--- src/rtl/io_xbar_output_port_n.sv ---
// IO crossbar output port: round-robin arbitration over NUM_IN inputs, route held to tail,
// yummy-credit flow control, registered outputs, optional header stripping with pop reporting.
module io_xbar_output_port_n #(
    parameter int   NUM_IN       = 4,
    parameter int   DATA_WIDTH   = 64,
    parameter int   CREDITS      = 4,
    parameter logic KILL_HEADERS = 1'b0,
    parameter int   LEN_MSB      = 30,
    parameter int   LEN_LSB      = 23,
    parameter int   USER_MSB     = 23,
    parameter int   USER_LSB     = 20,
    parameter int   SENDER_MSB   = 19,
    parameter int   SENDER_LSB   = 10,
    localparam int  CW           = $clog2(CREDITS + 1)
) (
    input  logic                         clk,
    input  logic                         reset,
    input  logic [NUM_IN-1:0]            route_req_in,
    input  logic [NUM_IN-1:0]            valid_in,
    input  logic [NUM_IN-1:0]            tail_in,
    input  logic [NUM_IN*DATA_WIDTH-1:0] data_in,
    input  logic                         yummy_in,
    output logic [NUM_IN-1:0]            thanks_out,
    output logic [DATA_WIDTH-1:0]        data_out,
    output logic                         valid_out,
    output logic                         popped_interrupt_mesg_out,
    output logic                         popped_memory_ack_mesg_out,
    output logic [9:0]                   popped_memory_ack_mesg_out_sender,
    output logic                         ec_wants_to_send_but_cannot,
    output logic [CW-1:0]                credit_count_out
);
    localparam int PW = (NUM_IN > 1) ? $clog2(NUM_IN) : 1;
    localparam int UW = USER_MSB - USER_LSB + 1;
    localparam int LW = LEN_MSB - LEN_LSB + 1;

    typedef enum logic {IDLE, BUSY} state_t;

    state_t                  state, state_nxt;
    logic [PW-1:0]           rr_ptr, cur_route, winner;
    logic                    any_req, hdr_pending;
    logic [CW-1:0]           credit;
    logic [DATA_WIDTH-1:0]   flit;
    logic                    sel_valid, sel_tail, kill, xfer, fwd;
    logic [UW-1:0]           user_f;

    assign flit      = data_in[int'(cur_route)*DATA_WIDTH +: DATA_WIDTH];
    assign sel_valid = valid_in[cur_route];
    assign sel_tail  = tail_in[cur_route];
    assign kill      = KILL_HEADERS & hdr_pending;
    assign xfer      = (state == BUSY) & sel_valid & ((credit != '0) | kill);
    assign fwd       = xfer & ~kill;
    assign user_f    = flit[USER_MSB:USER_LSB];
    assign any_req   = |route_req_in;
    assign credit_count_out = credit;
    assign ec_wants_to_send_but_cannot = (state == BUSY) & sel_valid & (credit == '0) & ~kill;

    // Scan downward so the requester closest above rr_ptr is the last (winning) assignment.
    always_comb begin
        int idx;
        idx    = 0;
        winner = '0;
        for (int k = NUM_IN - 1; k >= 0; k--) begin
            idx = int'(rr_ptr) + k;
            if (idx >= NUM_IN) idx = idx - NUM_IN;
            if (route_req_in[idx]) winner = PW'(idx);
        end
    end

    always_comb begin
        state_nxt  = state;
        thanks_out = '0;
        case (state)
            IDLE: if (any_req) state_nxt = BUSY;
            BUSY: if (xfer) begin
                thanks_out[cur_route] = 1'b1;
                if (sel_tail) state_nxt = IDLE;
            end
            default: state_nxt = IDLE;
        endcase
    end

    always_ff @(posedge clk or posedge reset) begin
        if (reset) begin
            state       <= IDLE;
            rr_ptr      <= '0;
            cur_route   <= '0;
            hdr_pending <= 1'b0;
        end else begin
            state <= state_nxt;
            if (state == IDLE && any_req) begin
                cur_route   <= winner;
                rr_ptr      <= (winner == PW'(NUM_IN - 1)) ? '0 : winner + 1'b1;
                hdr_pending <= 1'b1;
            end else if (xfer) begin
                hdr_pending <= 1'b0;
            end
        end
    end

    always_ff @(posedge clk or posedge reset) begin
        if (reset) begin
            valid_out <= 1'b0;
            data_out  <= '0;
            credit    <= CW'(CREDITS);
        end else begin
            valid_out <= fwd;
            if (fwd) data_out <= flit;
            // Extra yummy at full credit is a downstream protocol error; just saturate.
            case ({fwd, yummy_in})
                2'b10:   credit <= credit - 1'b1;
                2'b01:   if (credit != CW'(CREDITS)) credit <= credit + 1'b1;
                default: credit <= credit;
            endcase
        end
    end

    always_ff @(posedge clk or posedge reset) begin
        if (reset) begin
            popped_interrupt_mesg_out         <= 1'b0;
            popped_memory_ack_mesg_out        <= 1'b0;
            popped_memory_ack_mesg_out_sender <= '0;
        end else begin
            popped_interrupt_mesg_out         <= 1'b0;
            popped_memory_ack_mesg_out        <= 1'b0;
            popped_memory_ack_mesg_out_sender <= '0;
            if (xfer && kill && flit[LEN_MSB:LEN_LSB] == LW'(0)) begin
                if (user_f == UW'(4'b1111)) popped_interrupt_mesg_out <= 1'b1;
                if (user_f == UW'(4'b1110)) begin
                    popped_memory_ack_mesg_out        <= 1'b1;
                    popped_memory_ack_mesg_out_sender <= 10'(flit[SENDER_MSB:SENDER_LSB]);
                end
            end
        end
    end
endmodule

--- config.mk ---
export PLATFORM = sky130hd
export DESIGN_NAME = io_xbar_output_port_n
export DESIGN_NICKNAME = d
export VERILOG_FILES = /design/src/rtl/io_xbar_output_port_n.sv
export SDC_FILE = /design/constraint.sdc
export NUM_CORES = 1
export LEC_CHECK = 0
export BUFFER_PORTS_ARGS = -buffer_cell sky130_fd_sc_hd__buf_4
export CAP_MARGIN = 15
export CORE_AREA = 2 2 136 138
export CTS_CLUSTER_DIAMETER = 80
export DETAILED_ROUTE_END_ITERATION = 7
export DIE_AREA = 0 0 138 140
export MAX_ROUTING_LAYER = met4
export PLACE_DENSITY = 0.68
export SLEW_MARGIN = 20
export SYNTH_ARGS = -nofsm -noshare
export SYNTH_HDL_FRONTEND = slang
export SYNTH_SLANG_ARGS = --single-unit
export TNS_END_PERCENT = 20
--- constraint.sdc ---
create_clock -name clk -period 3.1 [get_ports clk]
set_clock_uncertainty 0.2 [all_clocks]
set_input_delay 0.31 -clock clk [delete_from_list [all_inputs] [get_ports clk]]
set_output_delay 0.31 -clock clk [all_outputs]
set_load 0.03 [all_outputs]
After elaboration in Yosys (flattened, before gate mapping)
Index checks and enable logic that the tools add are counted.
Widths: inputs -> output; s select.
{"block": "classes", "add_sub_neg": 10, "mul": 0, "div_mod_pow": 0, "n_lt_le_gt_ge": 10, "eq_ne": 5, "shift": 1, "n_mux": 35, "bitwise": 4, "reduce_logical": 7}
{"operator": "$shiftx 256x9->64", "count": 1}
{"operator": "$lt 32x4->1 const B", "count": 4}
{"operator": "$mux 32", "count": 4}
{"operator": "$mux 1", "count": 14}
{"operator": "$bmux 1 s2", "count": 6}
{"operator": "$sub 3x3->4 const B", "count": 3}
{"operator": "$mux 2", "count": 5}
{"operator": "$ge 3x3->1 const B", "count": 3}
{"operator": "$mux 4", "count": 2}
{"operator": "$add 2x2->3 const B", "count": 2}
{"operator": "$pmux 3 s2", "count": 1}
{"operator": "$eq 2x2->1 const B", "count": 2}
{"operator": "$reduce_or 4->1", "count": 1}
{"operator": "$sub 2x3->4 const B", "count": 1}
{"operator": "$add 2x1->3 const B", "count": 1}
{"operator": "$add 3x1->3 const B", "count": 1}
{"operator": "$and 1x1->1", "count": 3}
{"operator": "$ge 2x3->1 const B", "count": 1}
{"operator": "$logic_not 3->1", "count": 1}
{"operator": "$lt 2x3->1 const B", "count": 1}
{"operator": "$mux 3", "count": 1}
{"operator": "$ne 3x3->1 const B", "count": 1}
{"operator": "$reduce_bool 3->1", "count": 1}
{"operator": "$sub 3x1->3 const B", "count": 1}
{"operator": "other kinds (10)", "count": 11}
{"block": "word_totals", "regBits": 73, "latchBits": 0, "mem_bits_rw": 0, "rom_bits": 0, "in_bits": 271, "output_inout_bits": 85, "n_memories": 0}

Longest topological paths before layout
{"block": "depth", "ltp_word": 12, "mapped_depth": 11, "ltp_nobuf": 9}

Worst setup path after synthesis
Ideal clock, no wire load.
{"block": "synth_path", "kind": "register -> output", "start": "register cur_route[1]", "end": "output port thanks_out[2]", "arrival_time_ns": 1.987, "t_required_ns": 2.590, "slack_ns": 0.603, "stages_incl_launch_ff": 7, "path_buffers": 2, "cell_sequence": "dfrtp_1 -> buf_4 -> mux2i_1 -> o22a_1 -> buf_6 -> or2_4 -> nor3b_1"}
{"block": "synth_via", "elab_chain_len": 6, "word_cells_on_any_way": 11, "cone_classes": "2 x order compare; 6 x mux; 2 x bitwise; 1 x reduce/logical"}
{"item": "start, declared", "line_no": "39", "source": "logic [PW-1:0] rr_ptr, cur_route, winner;"}
{"item": "start signal, assigned", "line_no": "91", "source": "cur_route <= winner;"}
{"item": "$lt 2x3->1 (not written as such) (tied with other cells)", "line_no": "75", "source": "thanks_out[cur_route] = 1'b1;"}
{"item": "$logic_and 1x1->1 (not written as such) or $mux 1 (tied branches)", "line_no": "75, 47"}
{"item": "$mux 1 (not written as such) or $and 1x1->1 (tied branches)", "line_no": "75, 50"}
{"item": "$demux 1 s2 or $and 1x1->1 (tied branches)", "line_no": "75, 50"}
{"item": "$mux 4 (*)", "line_no": "74", "source": "BUSY: if (xfer) begin"}
{"item": "$mux 4 (*)", "line_no": "72", "source": "case (state)"}
{"item": "end, declared", "line_no": "23", "source": "output logic [NUM_IN-1:0] thanks_out,"}
Every way passes the cells marked *; elsewhere a longest branch is shown, timed or not. The select of a mux whose other input is x is not followed.

Worst setup path after layout
{"block": "layout_path", "start": "register cur_route[1]", "end": "register credit[2] (netlist: credit_count_out[2])"}
{"block": "layout_via", "elab_chain_len": 7, "word_cells_on_any_way": 10, "cone_classes": "3 x eq/ne; 3 x mux; 2 x bitwise; 2 x reduce/logical"}
{"item": "$bmux 1 s2 (*)", "line_no": "47", "source": "assign sel_valid = valid_in[cur_route];"}
{"item": "$mux 1 (not written as such) (*)", "line_no": "47"}
{"item": "$and 1x1->1 (*) (2 in series)", "line_no": "50", "source": "assign xfer = (state == BUSY) & sel_valid & ((credit != '0) | kill);"}
{"item": "$eq 2x1->1 or $eq 2x2->1 (tied branches)", "line_no": "109", "source": "case ({fwd, yummy_in})"}
{"item": "$ne 2x2->1 (no source line) or $reduce_bool 2->1 (tied branches)"}
{"item": "$reduce_and 2->1 (no source line)"}
{"item": "end signal, assigned", "line_no": "110", "source": "2'b10: credit <= credit - 1'b1;"}
{"item": "end signal, assigned", "line_no": "111", "source": "2'b01: if (credit != CW'(CREDITS)) credit <= credit + 1'b1;"}
{"item": "end signal, assigned", "line_no": "112", "source": "default: credit <= credit;"}
{"item": "end, declared", "line_no": "41", "source": "logic [CW-1:0] credit;"}
Marked as above.
A chain may end at the register's enable or synchronous reset.

==> impl_metrics.csv <==
group,metric,value,unit
sta,tightestPinTransition,883.1,ps
worst_setup_path,critPathKind,"reg2reg",
route,first_pass_iters,4,
logic_synthesis,syn_area_per_cell,15.83,µm²
hold_path,min_delay_path_depth,3,
global_route,grt_pass1_wl,26040,µm
logic_synthesis,synth-seq-cells,73,
clock_tree,cts.path.max_buffers,2,
logic_synthesis,synth_warnings,0,
clock_tree,path_clk_slew,60,ps
layout,layout.nets,917,
floorplan,coreArea,0.01778,mm²
global_route,grt_usage,17.85,%
placed_design,dp_slack,363.5,ps
layout,fin_util,44.65,%
clock_tree,htree_levels,3,
worst_setup_path,rr_worst_depth,8,
clock_tree,cts_buffers,9,
hold_path,min-delay-start,"yummy_in",
logic_synthesis,yosysTopAreaCell,"dfrtp_1",
sta,slew_headroom,41.13,%
sta,setup_violations,0,
sta,layout_worst_path_cycle_share,90.52,%
hold_path,min_to,"credit_count_out[0]$_DFFE_PP0P_",
route,num_vias,4157,
layout,fillCellCount,1642,
route,drtAntennaViolNets,0,
worst_setup_path,startpoint_type,"flip-flop",
layout,drive_gt1_share,77.54,%
layout,synthToLayoutAreaGrowth,61.78,%
hold_path,hp-class,"in2reg",
floorplan,floorplan.die_area,0.01932,mm²
clock_tree,cts_tree,"done",
power,p_per_area,1039,mW/mm²
power,p_leak,3.737,nW
clock_tree,clock_sinks,73,
logic_synthesis,synthFlopType,"dfrtp_1",
floorplan,initial_core_util,27.60,%
clock_tree,clock_latency,340,ps
worst_setup_path,r2r_end,"credit_count_out[2]$_DFFE_PP1P_",
logic_synthesis,ys_types,46,
logic_synthesis,synth_area_leaders,"dfrtp_1 (37%), mux4_2 (30%), mux2_4 (12%)",
logic_synthesis,syn_area,0.004907,mm²
logic_synthesis,async_reset_ff_share,100.0,%
route,vias_per_cell,4.729,
global_route,antenna_found_initial,0,
placed_design,hpwl,13710,µm
worst_setup_path,reg2reg_from,"cur_route[1]$_DFFE_PP0P_",
sta,hold_violations,0,
sta,fin_crit,2806,ps
placed_design,routabilityCongestion,0.9380,
route,wirelength,16860,µm
sta,fin_tns_setup,0,ps
sta,setup_slack,293.9,ps
route,drc_errors,0,
route,wl_per_cell,19.18,µm
logic_synthesis,synth_cells,310,
global_route,grt_overflow_total,0,
layout,diodes,0,
sta,max_freq,356.4,MHz
floorplan,row_count,49,
worst_setup_path,crit_arrival,2860,ps
global_route,grt_max_degree,51,
route,initialDrtViolationCount,253,
worst_setup_path,regToRegSetupSlack,290,ps
clock_tree,cts_resized,0,
logic_synthesis,synth.top_cell.area_share,36.72,%
floorplan,fp.dieW,138,µm
floorplan,boundaryPins,356,
status,outcome,"finished clean",
worst_setup_path,worstPathRequired,3150,ps
logic_synthesis,synth_edf_count,0,
power,peakVddDrop,0.001048,V
job,cap_violations,0,
logic_synthesis,seq_area_frac_synth,37.25,%
worst_setup_path,endpoint_kind,"flip-flop",
clock_tree,cts-root-buf,"clkbuf_16",
sta,slew_viol_final,0,
global_route,grt_pass1_vias,4643,
worst_setup_path,crit_fanout,9,
placed_design,port_buffers,343,
sta,rsz0062_at_grt,"false",
floorplan,fp.dieH,140,µm
==> synth_stat cells (2+ instances only) <==
master and count:
or3_1 2, nor2b_1 3, buf_2 2, o21a_1 2
mux2i_1 4, o31a_1 2, nor4_1 2, buf_4 15
o221ai_1 3, buf_12 4, nor2_1 8, mux2_4 40
nor3_1 2, mux2_2 25, o211ai_1 2, inv_1 4
nand2_1 5, dfrtp_1 72, clkbuf_1 15, and3_1 2
nor3b_1 2, or2_2 2, mux4_2 65, a21oi_1 3
nand2b_1 3
==> state kept, by name, summed over array words and instances, names as in the netlist <==
signal,cells
credit_count_out,3
cur_route,2
rr_ptr,2
valid_out,1
state,1
data_out,64
==> report_power, final <==
| part | switching (W) | internal [W] |
|---|---|---|
| registers | 0.000338 | 0.00149 |
| logic | 0.00257 | 0.00272 |
| clock network | 0.000405 | 0.000729 |
| total | 0.00331 | 0.00494 |
==> cell usage in the layout (no fill, tap or decap), types with 3 or more instances in the layout <==
cell,n
buf_4,349
dfrtp_1,70
mux4_2,65
mux2_4,40
mux2_2,25
conb_1,12
clkbuf_16,9
nor2_1,8
nand2_1,5
mux2i_1,4
nand2b_1,3
clkinv_2,3
nor2b_1,3
inv_1,3
a21oi_1,3
o221ai_1,3
==> layer usage <==
layer / wire length, µm / vias to the layer above / GRT usage [%]
li1: - / 1874 / -
met1: 6480 / 2058 / 20.35
met2: 8652 / 198 / 29.94
met3: 1400 / 27 / 5.983
met4: 325 / 0 / 5.424
met5: 0 / - / -
==> cells by family (layout without fill, tap and decap cells) <==
family / Yosys count / after routing / share of synthesized area [%]
compound gates: 21 / 21 / 3.238
mux: 134 / 134 / 48.62
other cells: 1 / 12 / 0.07642
xor+xnor: 2 / 2 / 0.3570
simple gates: 35 / 35 / 3.850
flops: 73 / 73 / 37.25
fa+ha+maj: 1 / 1 / 0.4080
buf+inv: 43 / 372 / 6.196
==> how the worst max path moves through the flow <==
stage | startpoint | end | slack, ps | cells past startpoint
after floorplan | cur_route[1]$_DFFE_PP0P_ | thanks_out[2] | 600 | 6
after CTS | cur_route[1]$_DFFE_PP0P_ | credit_count_out[2]$_DFFE_PP1P_ | 310 | 8
after detailed placement | cur_route[1]$_DFFE_PP0P_ | credit_count_out[2]$_DFFE_PP1P_ | 360 | 8
final | cur_route[1]$_DFFE_PP0P_ | credit_count_out[2]$_DFFE_PP1P_ | 290 | 8
after global placement | cur_route[1]$_DFFE_PP0P_ | credit_count_out[2]$_DFFE_PP1P_ | 450 | 8
after global routing | cur_route[1]$_DFFE_PP0P_ | credit_count_out[2]$_DFFE_PP1P_ | 190 | 8
==> timing repair <==
item                      CTS  global route
setup buffers               0             0
hold endpoints to repair   48             0
hold buffers                1             0
==> metrics by stage <==
| stage | power [W] | std cells | hold slack [ps] | instance area, µm² |
|---|---|---|---|---|
| final | 0.008247 | 879 | 135.0 | 7939 |
| after global routing | 0.008727 | 879 | 156.0 | 7939 |
| after detailed placement | 0.007188 | 862 | 296.0 | 7600 |
| after global placement | 0.007066 | 862 | 294.0 | 7600 |
| after CTS | 0.008373 | 879 | 109.7 | 7939 |
| after floorplan | 0.005714 | 321 | 343.9 | 4949 |
==> final cells by class <==
cell class	count	area (µm²)	share of cell area (%)
repair buffers	351	2650	33.38
inverters	5	21.27	0.2679
clock buffers	10	239.0	3.010
multi-input cells	205	2816	35.48
clock inverters	6	90.09	1.135
well taps	229	286.5	3.609
flip-flops and latches	73	1836	23.12
==> critical path, cell delays in order, from the launching register on <==
cell and delay [ps]:
dfrtp_4 500, mux2i_1 270, o22a_1 370, or2_4 220, nand2_1 70, fa_1 370
or2_2 300, o31a_1 260, o211ai_1 180
(Power assumes the default switching activity.)
